[src/rtl/vcache_dma_wormhole_initiator_if.sv]
// vcache DMA port and wormhole link bundle for the DMA initiator.
// Link words are packed {v, data, ready_and_rev}.
interface vcache_dma_wormhole_initiator_if #(
  parameter int addr_width_p = 32,
  parameter int dma_width_p  = 64,
  parameter int link_width_p = 66
);
  logic                    dma_pkt_v_i;
  logic                    dma_pkt_write_not_read_i;
  logic [addr_width_p-1:0] dma_pkt_addr_i;
  logic                    dma_pkt_ready_o;
  logic [dma_width_p-1:0]  dma_data_i;
  logic                    dma_data_v_i;
  logic                    dma_data_yumi_o;
  logic [dma_width_p-1:0]  dma_data_o;
  logic                    dma_data_v_o;
  logic                    dma_data_ready_i;
  logic [link_width_p-1:0] wh_link_sif_i;
  logic [link_width_p-1:0] wh_link_sif_o;

  modport master (
    input  dma_pkt_v_i, dma_pkt_write_not_read_i,
    input  dma_pkt_addr_i, dma_data_i, dma_data_v_i,
    input  dma_data_ready_i, wh_link_sif_i,
    output dma_pkt_ready_o, dma_data_yumi_o,
    output dma_data_o, dma_data_v_o, wh_link_sif_o
  );

  modport slave (
    output dma_pkt_v_i, dma_pkt_write_not_read_i,
    output dma_pkt_addr_i, dma_data_i, dma_data_v_i,
    output dma_data_ready_i, wh_link_sif_i,
    input  dma_pkt_ready_o, dma_data_yumi_o,
    input  dma_data_o, dma_data_v_o, wh_link_sif_o
  );
endinterface

[src/rtl/vcache_dma_wormhole_initiator.sv]
// vcache DMA initiator: requests become wormhole packets,
// fill responses are streamed back to the cache.
module vcache_dma_wormhole_initiator #(
  parameter int vcache_data_width_p          = 32,
  parameter int vcache_block_size_in_words_p = 8,
  parameter int vcache_dma_data_width_p      = 64,
  parameter int addr_width_p                 = 32,
  parameter int wh_flit_width_p              = 64,
  parameter int wh_cord_width_p              = 7,
  parameter int wh_len_width_p               = 4,
  parameter int wh_cid_width_p               = 2,
  parameter int max_out_reads_p              = 2
) (
  input  logic                       clk_i,
  input  logic                       reset_n_i,
  input  logic [wh_cord_width_p-1:0] my_cord_i,
  input  logic [wh_cord_width_p-1:0] dest_cord_i,
  input  logic [wh_cid_width_p-1:0]  my_cid_i,
  vcache_dma_wormhole_initiator_if.master bus
);
  localparam int data_len_lp = vcache_data_width_p
    * vcache_block_size_in_words_p / vcache_dma_data_width_p;
  localparam int cnt_w_lp =
    (data_len_lp > 1) ? $clog2(data_len_lp) : 1;
  localparam int rd_w_lp = $clog2(max_out_reads_p + 1);
  localparam int hdr_w_lp =
    2 * wh_cord_width_p + wh_len_width_p + wh_cid_width_p + 1;
  localparam logic [cnt_w_lp-1:0] last_lp =
    cnt_w_lp'(data_len_lp - 1);
  localparam logic [wh_len_width_p-1:0] wr_len_lp =
    wh_len_width_p'(1 + data_len_lp);
  localparam logic [wh_len_width_p-1:0] rd_len_lp =
    wh_len_width_p'(1);
  localparam logic [rd_w_lp-1:0] max_rd_lp =
    rd_w_lp'(max_out_reads_p);

  typedef enum logic [1:0] {
    TX_IDLE, TX_HDR, TX_ADDR, TX_DATA
  } tx_state_e;
  typedef enum logic {RX_HDR, RX_DATA} rx_state_e;

  tx_state_e                tx_state_r;
  rx_state_e                rx_state_r;
  logic                     live_r;
  logic                     wnr_r;
  logic [addr_width_p-1:0]  addr_r;
  logic [cnt_w_lp-1:0]      tx_cnt_r;
  logic [cnt_w_lp-1:0]      rx_cnt_r;
  logic [rd_w_lp-1:0]       out_reads_r;

  logic                       in_v;
  logic                       in_rdy;
  logic [wh_flit_width_p-1:0] in_data;
  logic                       out_v;
  logic                       out_rdy;
  logic [wh_flit_width_p-1:0] out_data;
  logic [wh_len_width_p-1:0]  len;
  logic [hdr_w_lp-1:0]        hdr;
  logic en, rx_data, pkt_fire, tx_fire, yumi;
  logic rx_fire, rd_inc, rd_dec;

  assign {in_v, in_data, in_rdy} = bus.wh_link_sif_i;

  // Outputs stay quiet while in reset and for one cycle after.
  assign en = live_r & reset_n_i;
  assign rx_data = (rx_state_r == RX_DATA);

  assign len = wnr_r ? wr_len_lp : rd_len_lp;
  assign hdr = {wnr_r, my_cord_i, my_cid_i, len, dest_cord_i};

  always_comb begin
    out_v    = 1'b0;
    out_data = '0;
    if (en) begin
      case (tx_state_r)
        TX_HDR: begin
          out_v    = 1'b1;
          out_data = wh_flit_width_p'(hdr);
        end
        TX_ADDR: begin
          out_v    = 1'b1;
          out_data = wh_flit_width_p'(addr_r);
        end
        TX_DATA: begin
          out_v    = bus.dma_data_v_i;
          out_data = bus.dma_data_i;
        end
        default: ;
      endcase
    end
  end

  assign out_rdy = en & (~rx_data | bus.dma_data_ready_i);
  assign bus.wh_link_sif_o = {out_v, out_data, out_rdy};

  assign bus.dma_pkt_ready_o = en & (tx_state_r == TX_IDLE)
    & (bus.dma_pkt_write_not_read_i | (out_reads_r != max_rd_lp));
  assign yumi = en & (tx_state_r == TX_DATA)
    & bus.dma_data_v_i & in_rdy;
  assign bus.dma_data_yumi_o = yumi;

  assign bus.dma_data_v_o = en & rx_data & in_v;
  assign bus.dma_data_o = {wh_flit_width_p{en & rx_data}} & in_data;

  assign pkt_fire = bus.dma_pkt_v_i & bus.dma_pkt_ready_o;
  assign tx_fire  = out_v & in_rdy;
  assign rx_fire  = in_v & out_rdy;
  assign rd_inc   = pkt_fire & ~bus.dma_pkt_write_not_read_i;
  assign rd_dec   = rx_fire & rx_data & (rx_cnt_r == last_lp);

  always_ff @(posedge clk_i) begin
    if (!reset_n_i) begin
      live_r      <= 1'b0;
      tx_state_r  <= TX_IDLE;
      rx_state_r  <= RX_HDR;
      wnr_r       <= 1'b0;
      addr_r      <= '0;
      tx_cnt_r    <= '0;
      rx_cnt_r    <= '0;
      out_reads_r <= '0;
    end else begin
      live_r <= 1'b1;
      case (tx_state_r)
        TX_IDLE: if (pkt_fire) begin
          wnr_r      <= bus.dma_pkt_write_not_read_i;
          addr_r     <= bus.dma_pkt_addr_i;
          tx_state_r <= TX_HDR;
        end
        TX_HDR: if (tx_fire) tx_state_r <= TX_ADDR;
        TX_ADDR: if (tx_fire)
          tx_state_r <= wnr_r ? TX_DATA : TX_IDLE;
        TX_DATA: if (yumi) begin
          if (tx_cnt_r == last_lp) begin
            tx_cnt_r   <= '0;
            tx_state_r <= TX_IDLE;
          end else begin
            tx_cnt_r <= tx_cnt_r + 1'b1;
          end
        end
        default: tx_state_r <= TX_IDLE;
      endcase
      case (rx_state_r)
        RX_HDR: if (rx_fire) rx_state_r <= RX_DATA;
        RX_DATA: if (rx_fire) begin
          if (rx_cnt_r == last_lp) begin
            rx_cnt_r   <= '0;
            rx_state_r <= RX_HDR;
          end else begin
            rx_cnt_r <= rx_cnt_r + 1'b1;
          end
        end
        default: rx_state_r <= RX_HDR;
      endcase
      out_reads_r <= out_reads_r + rd_w_lp'(rd_inc)
        - rd_w_lp'(rd_dec);
    end
  end

`ifndef SYNTHESIS
  // A fill with no read outstanding means the responder misbehaved.
  always_ff @(posedge clk_i) begin
    if (reset_n_i && !rx_data && rx_fire)
      assert (out_reads_r != '0);
  end
`endif
endmodule

[src/flat_wrapper.sv]
// flat-port wrapper written by rule: the top's interface ports become plain ports
module vcache_dma_wormhole_initiator_flat 
#(
  parameter int vcache_data_width_p          = 32,
  parameter int vcache_block_size_in_words_p = 8,
  parameter int vcache_dma_data_width_p      = 64,
  parameter int addr_width_p                 = 32,
  parameter int wh_flit_width_p              = 64,
  parameter int wh_cord_width_p              = 7,
  parameter int wh_len_width_p               = 4,
  parameter int wh_cid_width_p               = 2,
  parameter int max_out_reads_p              = 2
)
  (clk_i, reset_n_i, my_cord_i, dest_cord_i, my_cid_i, bus_dma_pkt_v_i, bus_dma_pkt_write_not_read_i, bus_dma_pkt_addr_i, bus_dma_data_i, bus_dma_data_v_i, bus_dma_data_ready_i, bus_wh_link_sif_i, bus_dma_pkt_ready_o, bus_dma_data_yumi_o, bus_dma_data_o, bus_dma_data_v_o, bus_wh_link_sif_o);
  vcache_dma_wormhole_initiator_if #(.addr_width_p(addr_width_p), .dma_width_p((64)), .link_width_p(((64) + 2))) bus_i ();
  input  logic clk_i;
  input  logic reset_n_i;
  input  logic [wh_cord_width_p-1:0] my_cord_i;
  input  logic [wh_cord_width_p-1:0] dest_cord_i;
  input  logic [wh_cid_width_p-1:0] my_cid_i;
  input wire logic [$bits(bus_i.dma_pkt_v_i)-1:0] bus_dma_pkt_v_i;
  input wire logic [$bits(bus_i.dma_pkt_write_not_read_i)-1:0] bus_dma_pkt_write_not_read_i;
  input wire logic [$bits(bus_i.dma_pkt_addr_i)-1:0] bus_dma_pkt_addr_i;
  input wire logic [$bits(bus_i.dma_data_i)-1:0] bus_dma_data_i;
  input wire logic [$bits(bus_i.dma_data_v_i)-1:0] bus_dma_data_v_i;
  input wire logic [$bits(bus_i.dma_data_ready_i)-1:0] bus_dma_data_ready_i;
  input wire logic [$bits(bus_i.wh_link_sif_i)-1:0] bus_wh_link_sif_i;
  output wire logic [$bits(bus_i.dma_pkt_ready_o)-1:0] bus_dma_pkt_ready_o;
  output wire logic [$bits(bus_i.dma_data_yumi_o)-1:0] bus_dma_data_yumi_o;
  output wire logic [$bits(bus_i.dma_data_o)-1:0] bus_dma_data_o;
  output wire logic [$bits(bus_i.dma_data_v_o)-1:0] bus_dma_data_v_o;
  output wire logic [$bits(bus_i.wh_link_sif_o)-1:0] bus_wh_link_sif_o;
  assign bus_i.dma_pkt_v_i = bus_dma_pkt_v_i;
  assign bus_i.dma_pkt_write_not_read_i = bus_dma_pkt_write_not_read_i;
  assign bus_i.dma_pkt_addr_i = bus_dma_pkt_addr_i;
  assign bus_i.dma_data_i = bus_dma_data_i;
  assign bus_i.dma_data_v_i = bus_dma_data_v_i;
  assign bus_i.dma_data_ready_i = bus_dma_data_ready_i;
  assign bus_i.wh_link_sif_i = bus_wh_link_sif_i;
  assign bus_dma_pkt_ready_o = bus_i.dma_pkt_ready_o;
  assign bus_dma_data_yumi_o = bus_i.dma_data_yumi_o;
  assign bus_dma_data_o = bus_i.dma_data_o;
  assign bus_dma_data_v_o = bus_i.dma_data_v_o;
  assign bus_wh_link_sif_o = bus_i.wh_link_sif_o;
  vcache_dma_wormhole_initiator #(.vcache_data_width_p(vcache_data_width_p), .vcache_block_size_in_words_p(vcache_block_size_in_words_p), .vcache_dma_data_width_p(vcache_dma_data_width_p), .addr_width_p(addr_width_p), .wh_flit_width_p(wh_flit_width_p), .wh_cord_width_p(wh_cord_width_p), .wh_len_width_p(wh_len_width_p), .wh_cid_width_p(wh_cid_width_p), .max_out_reads_p(max_out_reads_p)) u_core (.clk_i(clk_i), .reset_n_i(reset_n_i), .my_cord_i(my_cord_i), .dest_cord_i(dest_cord_i), .my_cid_i(my_cid_i), .bus(bus_i));
endmodule
[config.mk]
export PLATFORM = sky130hd
export DESIGN_NAME = vcache_dma_wormhole_initiator_flat
export DESIGN_NICKNAME = d
export VERILOG_FILES = /design/src/rtl/vcache_dma_wormhole_initiator_if.sv /design/src/rtl/vcache_dma_wormhole_initiator.sv /design/src/flat_wrapper.sv
export SDC_FILE = /design/constraint.sdc
export NUM_CORES = 1
export LEC_CHECK = 0
export ABC_AREA = 0
export CAP_MARGIN = 10
export CORE_AREA = 10 10 107 133
export DETAILED_ROUTE_END_ITERATION = 6
export DIE_AREA = 0 0 117 143
export PLACE_DENSITY = 0.77
export SYNTH_ARGS = -nofsm -noshare
export SYNTH_HDL_FRONTEND = slang
export SYNTH_SLANG_ARGS = --single-unit
[constraint.sdc]
create_clock -name clk_i -period 1.8 [get_ports clk_i]
set_input_delay 0.36 -clock clk_i [delete_from_list [all_inputs] [get_ports clk_i]]
set_output_delay 0.36 -clock clk_i [all_outputs]
set_load 0.005 [all_outputs]
; ---- After elaboration in Yosys (flattened, before gate mapping)
; Index checks and enable logic that the tools add are counted.
[classes]
bitwise_logic = 20
n_reduce_logical = 6
eq_ne = 11
muxes = 19
addsub = 4
[op_table]
columns = cell, n
row1 = 64-bit case mux with 3 select lines, 1
row2 = 64-bit bitwise AND, 1
row3 = 64-bit two-way mux, 1
row4 = 2-bit two-way mux, 8
row5 = 1-bit bitwise AND, 15
row6 = "2-bit equality test, second input constant", 4
row7 = 2-bit case mux with 4 select lines, 1
row8 = "2-bit by 1-bit inequality test with 1-bit output, second input constant", 3
row9 = "2-bit inequality test, second input constant", 3
row10 = 2-bit AND reduction, 3
row11 = 1-bit two-way mux, 5
row12 = 5-bit AND reduction, 1
row13 = "2-bit by 1-bit adder with 2-bit output, second input constant", 2
row14 = 1-bit case mux with 2 select lines, 2
row15 = 3-bit two-way mux, 1
row16 = 2-bit by 1-bit adder with 2-bit output, 1
row17 = "2-bit by 1-bit equality test with 1-bit output, second input constant", 1
row18 = 2-bit logical NOT, 1
row19 = 1-bit inverter, 2
row20 = 1-bit bitwise OR, 2
row21 = 2-bit OR reduction, 1
row22 = 2-bit by 1-bit subtractor with 2-bit output, 1
[totals]
in_bits = 184
wordCells = 68
ff_bits = 43
out_inout_bits = 133

; ---- Longest topological paths before layout
[logic_depth]
word_depth = 7
depth_mapped = 9
ltp_nobuf = 9

; ---- Worst setup path before layout
; No wires, ideal clock.
[synth_path]
path_kind = input to register
from = input reset_n_i
to = register u_core.out_reads_r[1]
path_buffers = 0
setup_slack_ns = -0.047
required_time_ns = 1.685
t_arrival_ns = 1.732
cell_stages = 9
cell_sequence = and3_1 > and2_1 > and3_1 > ha_1 > inv_1 > ha_1 > xnor2_1 > xnor2_1 > and2_1
[synth_via]
elab_chain_cells = 7
elab_cells_between_ends = 11
[synth_lines]
columns = item, line
row1 = "start, declared", flat_wrapper.sv:17  ; input logic reset_n_i;
row2 = 1-bit bitwise AND, vcache_dma_wormhole_initiator.sv:65  ; assign en = live_r & reset_n_i;
row3 = 1-bit bitwise AND, vcache_dma_wormhole_initiator.sv:96  ; assign bus.dma_pkt_ready_o = en & (tx_state_r == TX_IDLE)
row4 = 1-bit bitwise AND, vcache_dma_wormhole_initiator.sv:97  ; & (bus.dma_pkt_write_not_read_i | (out_reads_r != max_rd_lp));
row5 = 1-bit bitwise AND, vcache_dma_wormhole_initiator.sv:105  ; assign pkt_fire = bus.dma_pkt_v_i & bus.dma_pkt_ready_o;
row6 = 1-bit bitwise AND, vcache_dma_wormhole_initiator.sv:108  ; assign rd_inc = pkt_fire & ~bus.dma_pkt_write_not_read_i;
row7 = 2-bit by 1-bit adder with 2-bit output, vcache_dma_wormhole_initiator.sv:154  ; out_reads_r <= out_reads_r + rd_w_lp'(rd_inc)
row8 = 2-bit by 1-bit subtractor with 2-bit output, vcache_dma_wormhole_initiator.sv:155  ; - rd_w_lp'(rd_dec);
row9 = "end signal, assigned", vcache_dma_wormhole_initiator.sv:154
row10 = "end, declared", vcache_dma_wormhole_initiator.sv:49  ; logic [rd_w_lp-1:0] out_reads_r;
; Several ways; a longest one is shown, not always the timed one.
; A chain may end at the register's enable or synchronous reset.

; ---- Worst setup path in the final report
[layout_path]
from = register u_core.tx_state_r[1]
to = output bus_wh_link_sif_o[20]
[layout_via]
elab_chain_cells = 3
elab_cells_between_ends = 5
[layout_lines]
columns = item, line
row1 = "start, declared", vcache_dma_wormhole_initiator.sv:42  ; tx_state_e tx_state_r;
row2 = "start signal, assigned", vcache_dma_wormhole_initiator.sv:131  ; tx_state_r <= wnr_r ? TX_DATA : TX_IDLE;
row3 = 2-bit equality test / 2-bit by 1-bit equality test with 1-bit output (equally long branches), vcache_dma_wormhole_initiator.sv:75  ; case (tx_state_r)
row4 = 64-bit case mux with 3 select lines (*), vcache_dma_wormhole_initiator.sv:75
row5 = 64-bit two-way mux (*), vcache_dma_wormhole_initiator.sv:74  ; if (en) begin
row6 = "end, declared", flat_wrapper.sv:32  ; output wire logic [$bits(bus_i.wh_link_sif_o)-1:0] bus_wh_link_sif_o;
; Every way passes the cells marked *; elsewhere a longest branch is shown, timed or not.

==> impl_metrics.ini <==
[floorplanning]
num_rows = 44
core_um2 = 11600
die_height_um = 143
start_util_pct = 25.8
ioPinCount = 317
die_area_um2 = 16700
die_width_um = 117

[routing]
post-route-drc-count = 0
wl_um = 22900
routedWlPerCell_um = 24.5
drtIter0Drc = 463
ant_nets = 0
drtPass1Iterations = 6
vias = 4730
routed_via_density = 5.08

[critical_path]
max_stage_delay_ns = 0.49
cp-start-kind = register
r2r-start = u_core.tx_state_r[0]
cp.depth = 6
path_cells = buf_6 > ha_4 > buf_12 > a222oi_1 > nor2_1 > buf_2
cp_slowest_cell = a222oi_1
r2r_setup_slack_ns = -0.21
rr_endpoint = u_core.tx_state_r[1]
cp-endpoint = bus_wh_link_sif_o[20]
crit_start = u_core.tx_state_r[1]
worstPathArrival_ns = 1.84
worst-setup-path-type = reg -> out
cp.buffers_inverters = 3
cp_top_family = compound AO/OA/AOI/OAI gates
cp_max_fo = 5
endpoint_kind = output port
reg2reg_depth = 9
worstPathRequired_ns = 1.44

[clocking]
cts_hold_buf = 0
cts.clk_slew.worst_paths_ns = 0.06
clock_latency_ns = 0.29
cts_sinks = 43
h-tree-depth = 2
cts_tree = yes
cts_inserted_buffers = 5
cts_root_buf = clkbuf_16
cts_buffer_depth = 2

[timing]
final-setup-viol-count = 100
worst_slack_ns = -0.397
min_period_over_period_pct = 122
slew_headroom_pct = 67.7
hold_viol_final = 0
grt_setup_unrepaired = yes
worst_slew_pin_slew_ns = 0.485
slew_viol_final = 0
timing.fmax_ghz = 0.455
holdWs_ns = 0.457
fin_skew_ns = 0.00617
min_period_ns = 2.20

[placement]
dp_cells = 863
portBuffers = 316
place.gp.congestion = 0.907
dp_slack_ns = -0.735
dpl.hpwl_um = 16300

[finish]
final_cells = 932
syn2layout_area_growth_pct = 168
drive_above_1_share_pct = 47.1
fin_nets = 981

[synth]
seq_area_frac_synth_pct = 28.9
synth-async-reset-ratio_pct = 0
synth_flop_cell = dfxtp_1
synthCells = 403
mappedNetlistArea_um2 = 2980
synth_nets = 596
synth_edf_count = 0
ys_seq_elements = 43
avgSynthCellArea_um2 = 7.40
synth_warnings = 0
synthDistinctLibCells = 35

[grt]
grt_max_degree = 35
track_usage_pct = 25.2
antenna_found_initial = 5
grt_pass1_wl_um = 31500
grt_pass1_vias = 5095
grt.overflow.total = 0

[status]
failed_checks = negative setup slack
outcome = finished with violations

[worst_hold_path]
min-delay-start = u_core.addr_r[8]
hp-class = reg -> reg

[pwr]
ir_drop_v = 0.000342
power_density_nw_per_um2 = 509
power.total_mw = 4.06
p_leak_nw = 3.41

[job]
drv_cap = 0
-- Yosys cell counts, types with 2 or more instances --
cell type | number | area, µm²
xnor2_1 | 2 | 17.5
buf_2 | 7 | 35.0
a22oi_1 | 13 | 97.6
nor2_1 | 33 | 124
o21ai_0 | 2 | 10.0
nand2_1 | 73 | 274
inv_1 | 8 | 30.0
a222oi_1 | 18 | 180
mux2i_1 | 2 | 20.0
nand3_1 | 6 | 30.0
a21oi_1 | 2 | 10.0
clkbuf_1 | 26 | 97.6
a21boi_0 | 34 | 255
and2_1 | 102 | 638
ha_1 | 9 | 113
and3_1 | 4 | 25.0
dfxtp_1 | 43 | 861
buf_4 | 2 | 15.0
-- sequential cells by signal (all words and copies together), names as in the netlist --
| register | cells |
|---|---|
| u_core.addr_r | 32 |
| u_core.live_r | 1 |
| u_core.out_reads_r | 2 |
| u_core.rx_cnt_r | 2 |
| u_core.rx_data | 1 |
| u_core.tx_cnt_r | 2 |
| u_core.tx_state_r | 2 |
| u_core.wnr_r | 1 |
-- final cells by class --
| cell class | count | area [µm²] |
|---|---|---|
| inverters | 8 | 32.5 |
| multi-input cells | 315 | 2370 |
| clock buffers | 7 | 133 |
| clock inverters | 1 | 5.00 |
| repair buffers | 415 | 4390 |
| diodes | 5 | 12.5 |
| flip-flops and latches | 43 | 868 |
| well taps | 138 | 173 |
| fillers | 910 | 3570 |
-- tightest hold or removal path: stages (launching register included) --
cell      delay, ns
dfxtp_1        0.31
nand2_1        0.05
a21boi_1       0.05
-- where the power goes --
part / internal, mW / total [mW] / switching [mW]
Clock: 0.513 / 0.879 / 0.366
Sequential: 1.02 / 1.06 / 0.0460
Combinational: 1.26 / 2.12 / 0.860
-- metrics by stage --
step | util (%) | instance area [µm²] | TNS (ns)
4_1_cts | 67.0 | 7740 | -17.04
2_1_floorplan | - | 3000 | 0
5_1_grt | 69.1 | 7990 | -23.77
3_5_place_dp | 56.9 | 6580 | -93.28
3_3_place_gp | 56.9 | 6580 | -88.58
6_report | 69.1 | 7990 | -17.85
-- cells in the final DEF (no fill, tap or decap), drive strengths merged --
cell type,n
or3,1
a22oi,13
a222oi,18
diode,5
o32ai,1
a41oi,1
a21boi,34
o2bb2ai,1
a221oi,1
a211oi,1
nor2b,1
o2111ai,1
clkbuf,18
and2,102
nor2,33
o31ai,1
ha,9
clkinv,1
o211ai,1
nand4,1
and4,1
a21oi,2
nand2b,1
mux2i,2
clkdlybuf4s50,181
nand3b,1
nand3,6
and3,4
inv,8
dlygate4sd2,3
xnor2,2
o21ai,2
nand2,73
buf,217
clkdlybuf4s15,3
dfxtp,43
or3b,1
-- how the worst min path moves through the flow --
| stage | end | slack, ns | cells after the start |
|---|---|---|---|
| floorplan | u_core.live_r | 0.39 | 0 |
| global placement | u_core.tx_cnt_r[1] | 0.45 | 2 |
| detailed placement | u_core.tx_cnt_r[1] | 0.45 | 2 |
| CTS | u_core.live_r | 0.46 | 2 |
| global route | u_core.addr_r[31] | 0.48 | 2 |
| finish | u_core.addr_r[8] | 0.46 | 2 |
-- timing repair --
action                                 CTS  global route
gates resized for setup                728           106
setup endpoints to repair              170           156
endpoints found under the hold margin    0             0
buffers inserted                        34             9
pin swaps                               80            37
gates cloned                            15             5
-- routing by layer --
metal | wire (µm) | share of wire, % | GRT usage, %
met1 | 7490 | 33 | 24.9
met2 | 11500 | 50 | 44.5
met3 | 3090 | 14 | 11.5
met4 | 773 | 3.4 | 10.3
met5 | 0 | 0 | 0
-- cell families (layout without fill, tap and decap cells) --
| group | Yosys count | in the layout | synth area share [%] |
|---|---|---|---|
| and+or+nand+nor | 225 | 225 | 38.7 |
| AOI/OAI and AO/OA | 77 | 77 | 20.9 |
| buffers and inverters | 45 | 431 | 6.46 |
| DFF | 43 | 43 | 28.9 |
| adders and majority gates | 9 | 9 | 3.78 |
| xor gates and xnor gates | 2 | 2 | 0.588 |
| muxes | 2 | 2 | 0.672 |
| other | 0 | 5 | 0 |
No activity file was read; power rests on OpenSTA's default activity.
==> patch (same settings) <==
The 4 states of `tx_state_e` get a one-hot encoding in 4 bits.
--- a/src/rtl/vcache_dma_wormhole_initiator.sv
+++ b/src/rtl/vcache_dma_wormhole_initiator.sv
@@ -34,8 +34,8 @@
   localparam logic [rd_w_lp-1:0] max_rd_lp =
     rd_w_lp'(max_out_reads_p);
 
-  typedef enum logic [1:0] {
-    TX_IDLE, TX_HDR, TX_ADDR, TX_DATA
+  typedef enum logic [3:0] {
+    TX_IDLE = 4'b0001, TX_HDR = 4'b0010, TX_ADDR = 4'b0100, TX_DATA = 4'b1000
   } tx_state_e;
   typedef enum logic {RX_HDR, RX_DATA} rx_state_e;
 
Check against the original RTL: no difference found for any inputs over 4 cycles, from zero or initial values and one cycle with reset_n_i low; so few cycles prove little.
==> patch against the original RTL <==
The run still ends with negative setup slack left; first-iteration DRC count shrank 36%; core utilization grew 0.80 points; sequential share of layout area grew 0.45 points; synthesized area grew 1.1%; worst setup slack lost 0.022 ns; routed wire length shrank 5.5%; fmax shrank 0.97%; design area grew 1.2%; sequential cell count grew 2.
Power is not compared: it rests on default switching activity, and its combinational part moved more than twofold at a synthesized area within 25%.
==> patch: results (changes against the original RTL) <==
INFO  metric run_status = complete, but fails checks
INFO  metric violations = negative setup slack
INFO  metric mappedNetlistNets = 602 (+1.0%)
INFO  metric grt_usage = 0.2227 (-0.02940)
INFO  metric slew-limit-headroom = 0.6897 (+0.01317)
INFO  metric wl_per_cell = 23.31 um (-5.0%)
INFO  metric met1Wirelength = 7.066 mm (-5.7%)
INFO  metric yosys-top-cells-count = sky130_fd_sc_hd__nand2_1 (72), sky130_fd_sc_hd__and2_1 (68), sky130_fd_sc_hd__dfxtp_1 (45)
INFO  metric worst_path_max_delay_cell = sky130_fd_sc_hd__dfxtp_4
INFO  metric crit_path_max_incr_delay = 0.37 ns (-0.12 ns)
INFO  metric length_of_the_first_detailed_routing_pass_in_iterations = 5 (-1)
INFO  metric via_count_of_the_first_global_routing_pass = 4909 (-3.7%)
INFO  metric synth_xor_xnor_area_share = 0.008717 (+0.002840)
INFO  metric synth_mux_area_frac = 0.009963 (+0.003246)
INFO  metric critical_path_arrival = 1.86 ns (+0.02 ns)
INFO  metric via_density_per_instance = 5.142 (+1.3%)
INFO  metric synth_cell_type_count = 37 (+5.7%)
INFO  metric nets = 976 (-0.51%)
INFO  metric finalWorstSetupSlack = -0.4185 ns (-0.02163 ns)
INFO  metric post_route_cells_drive_above_1_share = 0.5247 (+0.05323)
INFO  metric gpl.final_weighted_congestion = 0.8179 (-9.8%)
INFO  metric met3RoutedLength = 1.819 mm (-41%)
INFO  metric antenna_cells = 0 (-5)
INFO  metric grt_max_degree = 34 (-2.9%)
INFO  metric report.final.setup_viol = 149 (+49%)
INFO  metric synthAdderAreaFrac = 0.01660 (-0.02118)
INFO  metric holdWs = 0.4657 ns (+0.008521 ns)
INFO  metric largest_clock_skew_in_the_final_design = 0.003932 ns (-0.002237 ns)
INFO  metric dp_hpwl = 14.74 mm (-9.7%)
INFO  metric synth.top_cells.by_area = sky130_fd_sc_hd__dfxtp_1 (30%), sky130_fd_sc_hd__and2_1 (14%), sky130_fd_sc_hd__nand2_1 (9.0%), sky130_fd_sc_hd__and3_1 (8.1%), sky130_fd_sc_hd__a21oi_1 (6.8%)
INFO  metric reg_to_reg_slack_setup = -0.15 ns (+0.06 ns)
INFO  metric portion_of_the_post_synthesis_area_used_by_sequential_elements = 0.2989 (+0.01005)
INFO  metric fin_tns_setup = -27.44 ns (-9.591 ns)
INFO  metric wire_length_of_the_first_global_routing_pass = 28.90 mm (-8.3%)
-- patch: cell types whose count changed after synthesis, moves of 5 or more --
cell                       delta
sky130_fd_sc_hd__a21boi_0    -34
sky130_fd_sc_hd__a21oi_1     +39
sky130_fd_sc_hd__and2_1      -34
sky130_fd_sc_hd__and3_1      +35
sky130_fd_sc_hd__ha_1         -5
sky130_fd_sc_hd__nand3_1      -5
sky130_fd_sc_hd__nor2_1       +7
-- patch: logic make-up (layout without fill, tap and decap cells) --
kind of cell | after synthesis | in the layout
AO/OA/AOI/OAI | 80 | 80
AND/OR/NAND/NOR | 232 | 232
flip-flops | 45 | 45
buffers and inverters | 47 | 422
adder cells (fa/ha/maj) | 4 | 4
multiplexers | 3 | 3
XOR/XNOR | 3 | 3
-- patch: layout make-up --
type / count / area (um^2)
flip-flops and latches: 45 / 914.6
repair buffers: 408 / 4233
inverters: 6 / 22.52
fillers: 842 / 3480
clock inverters: 3 / 46.29
clock buffers: 5 / 125.1
multi-input cells: 322 / 2567
well taps: 138 / 172.7
-- patch: worst paths after layout --
kind	to	start
hold / removal	u_core.addr_r[13]$_SDFFE_PN0P_	u_core.addr_r[13]$_SDFFE_PN0P_
setup reg to reg	u_core.addr_r[1]$_SDFFE_PN0P_	u_core.tx_state_r[1]$_SDFFE_PN0P_
hold reg to reg	u_core.addr_r[13]$_SDFFE_PN0P_	u_core.addr_r[13]$_SDFFE_PN0P_
setup / recovery	bus_wh_link_sif_o[39]	u_core.tx_state_r[2]$_SDFFE_PN0P_
-- patch: timing repair --
item,CTS,global route
cloned,12,6
pin swaps,24,105
buffers inserted,36,16
setup endpoints to repair,140,170
gates resized for setup,525,338
hold buffers,0,0
-- patch: power breakdown --
group	switching, uW	internal (uW)
Sequential	29.1	1030
Combinational	292	571
Clock	420	658
Total	741	2250
-- patch: metal layers --
layer / vias up / track usage
met5: - / 0
met3: 53 / 0.07128
met2: 262 / 0.4260
met1: 2264 / 0.2072
met4: 0 / 0.09844
li1: 2188 / -
-- patch: worst max-delay path: cells and delay by family (launching register included) --
family	cells	cell delay, ns
buf+inv	7	0.74
flops	1	0.37
simple gates	2	0.45
-- patch: metrics by stage --
step	total power, uW	instances	util
global route	3107	927	0.6990
finish	2995	927	0.6990
global placement	1743	869	0.5684
detailed placement	1759	869	0.5684
CTS	2871	922	0.6218
floorplan	1222	414	-
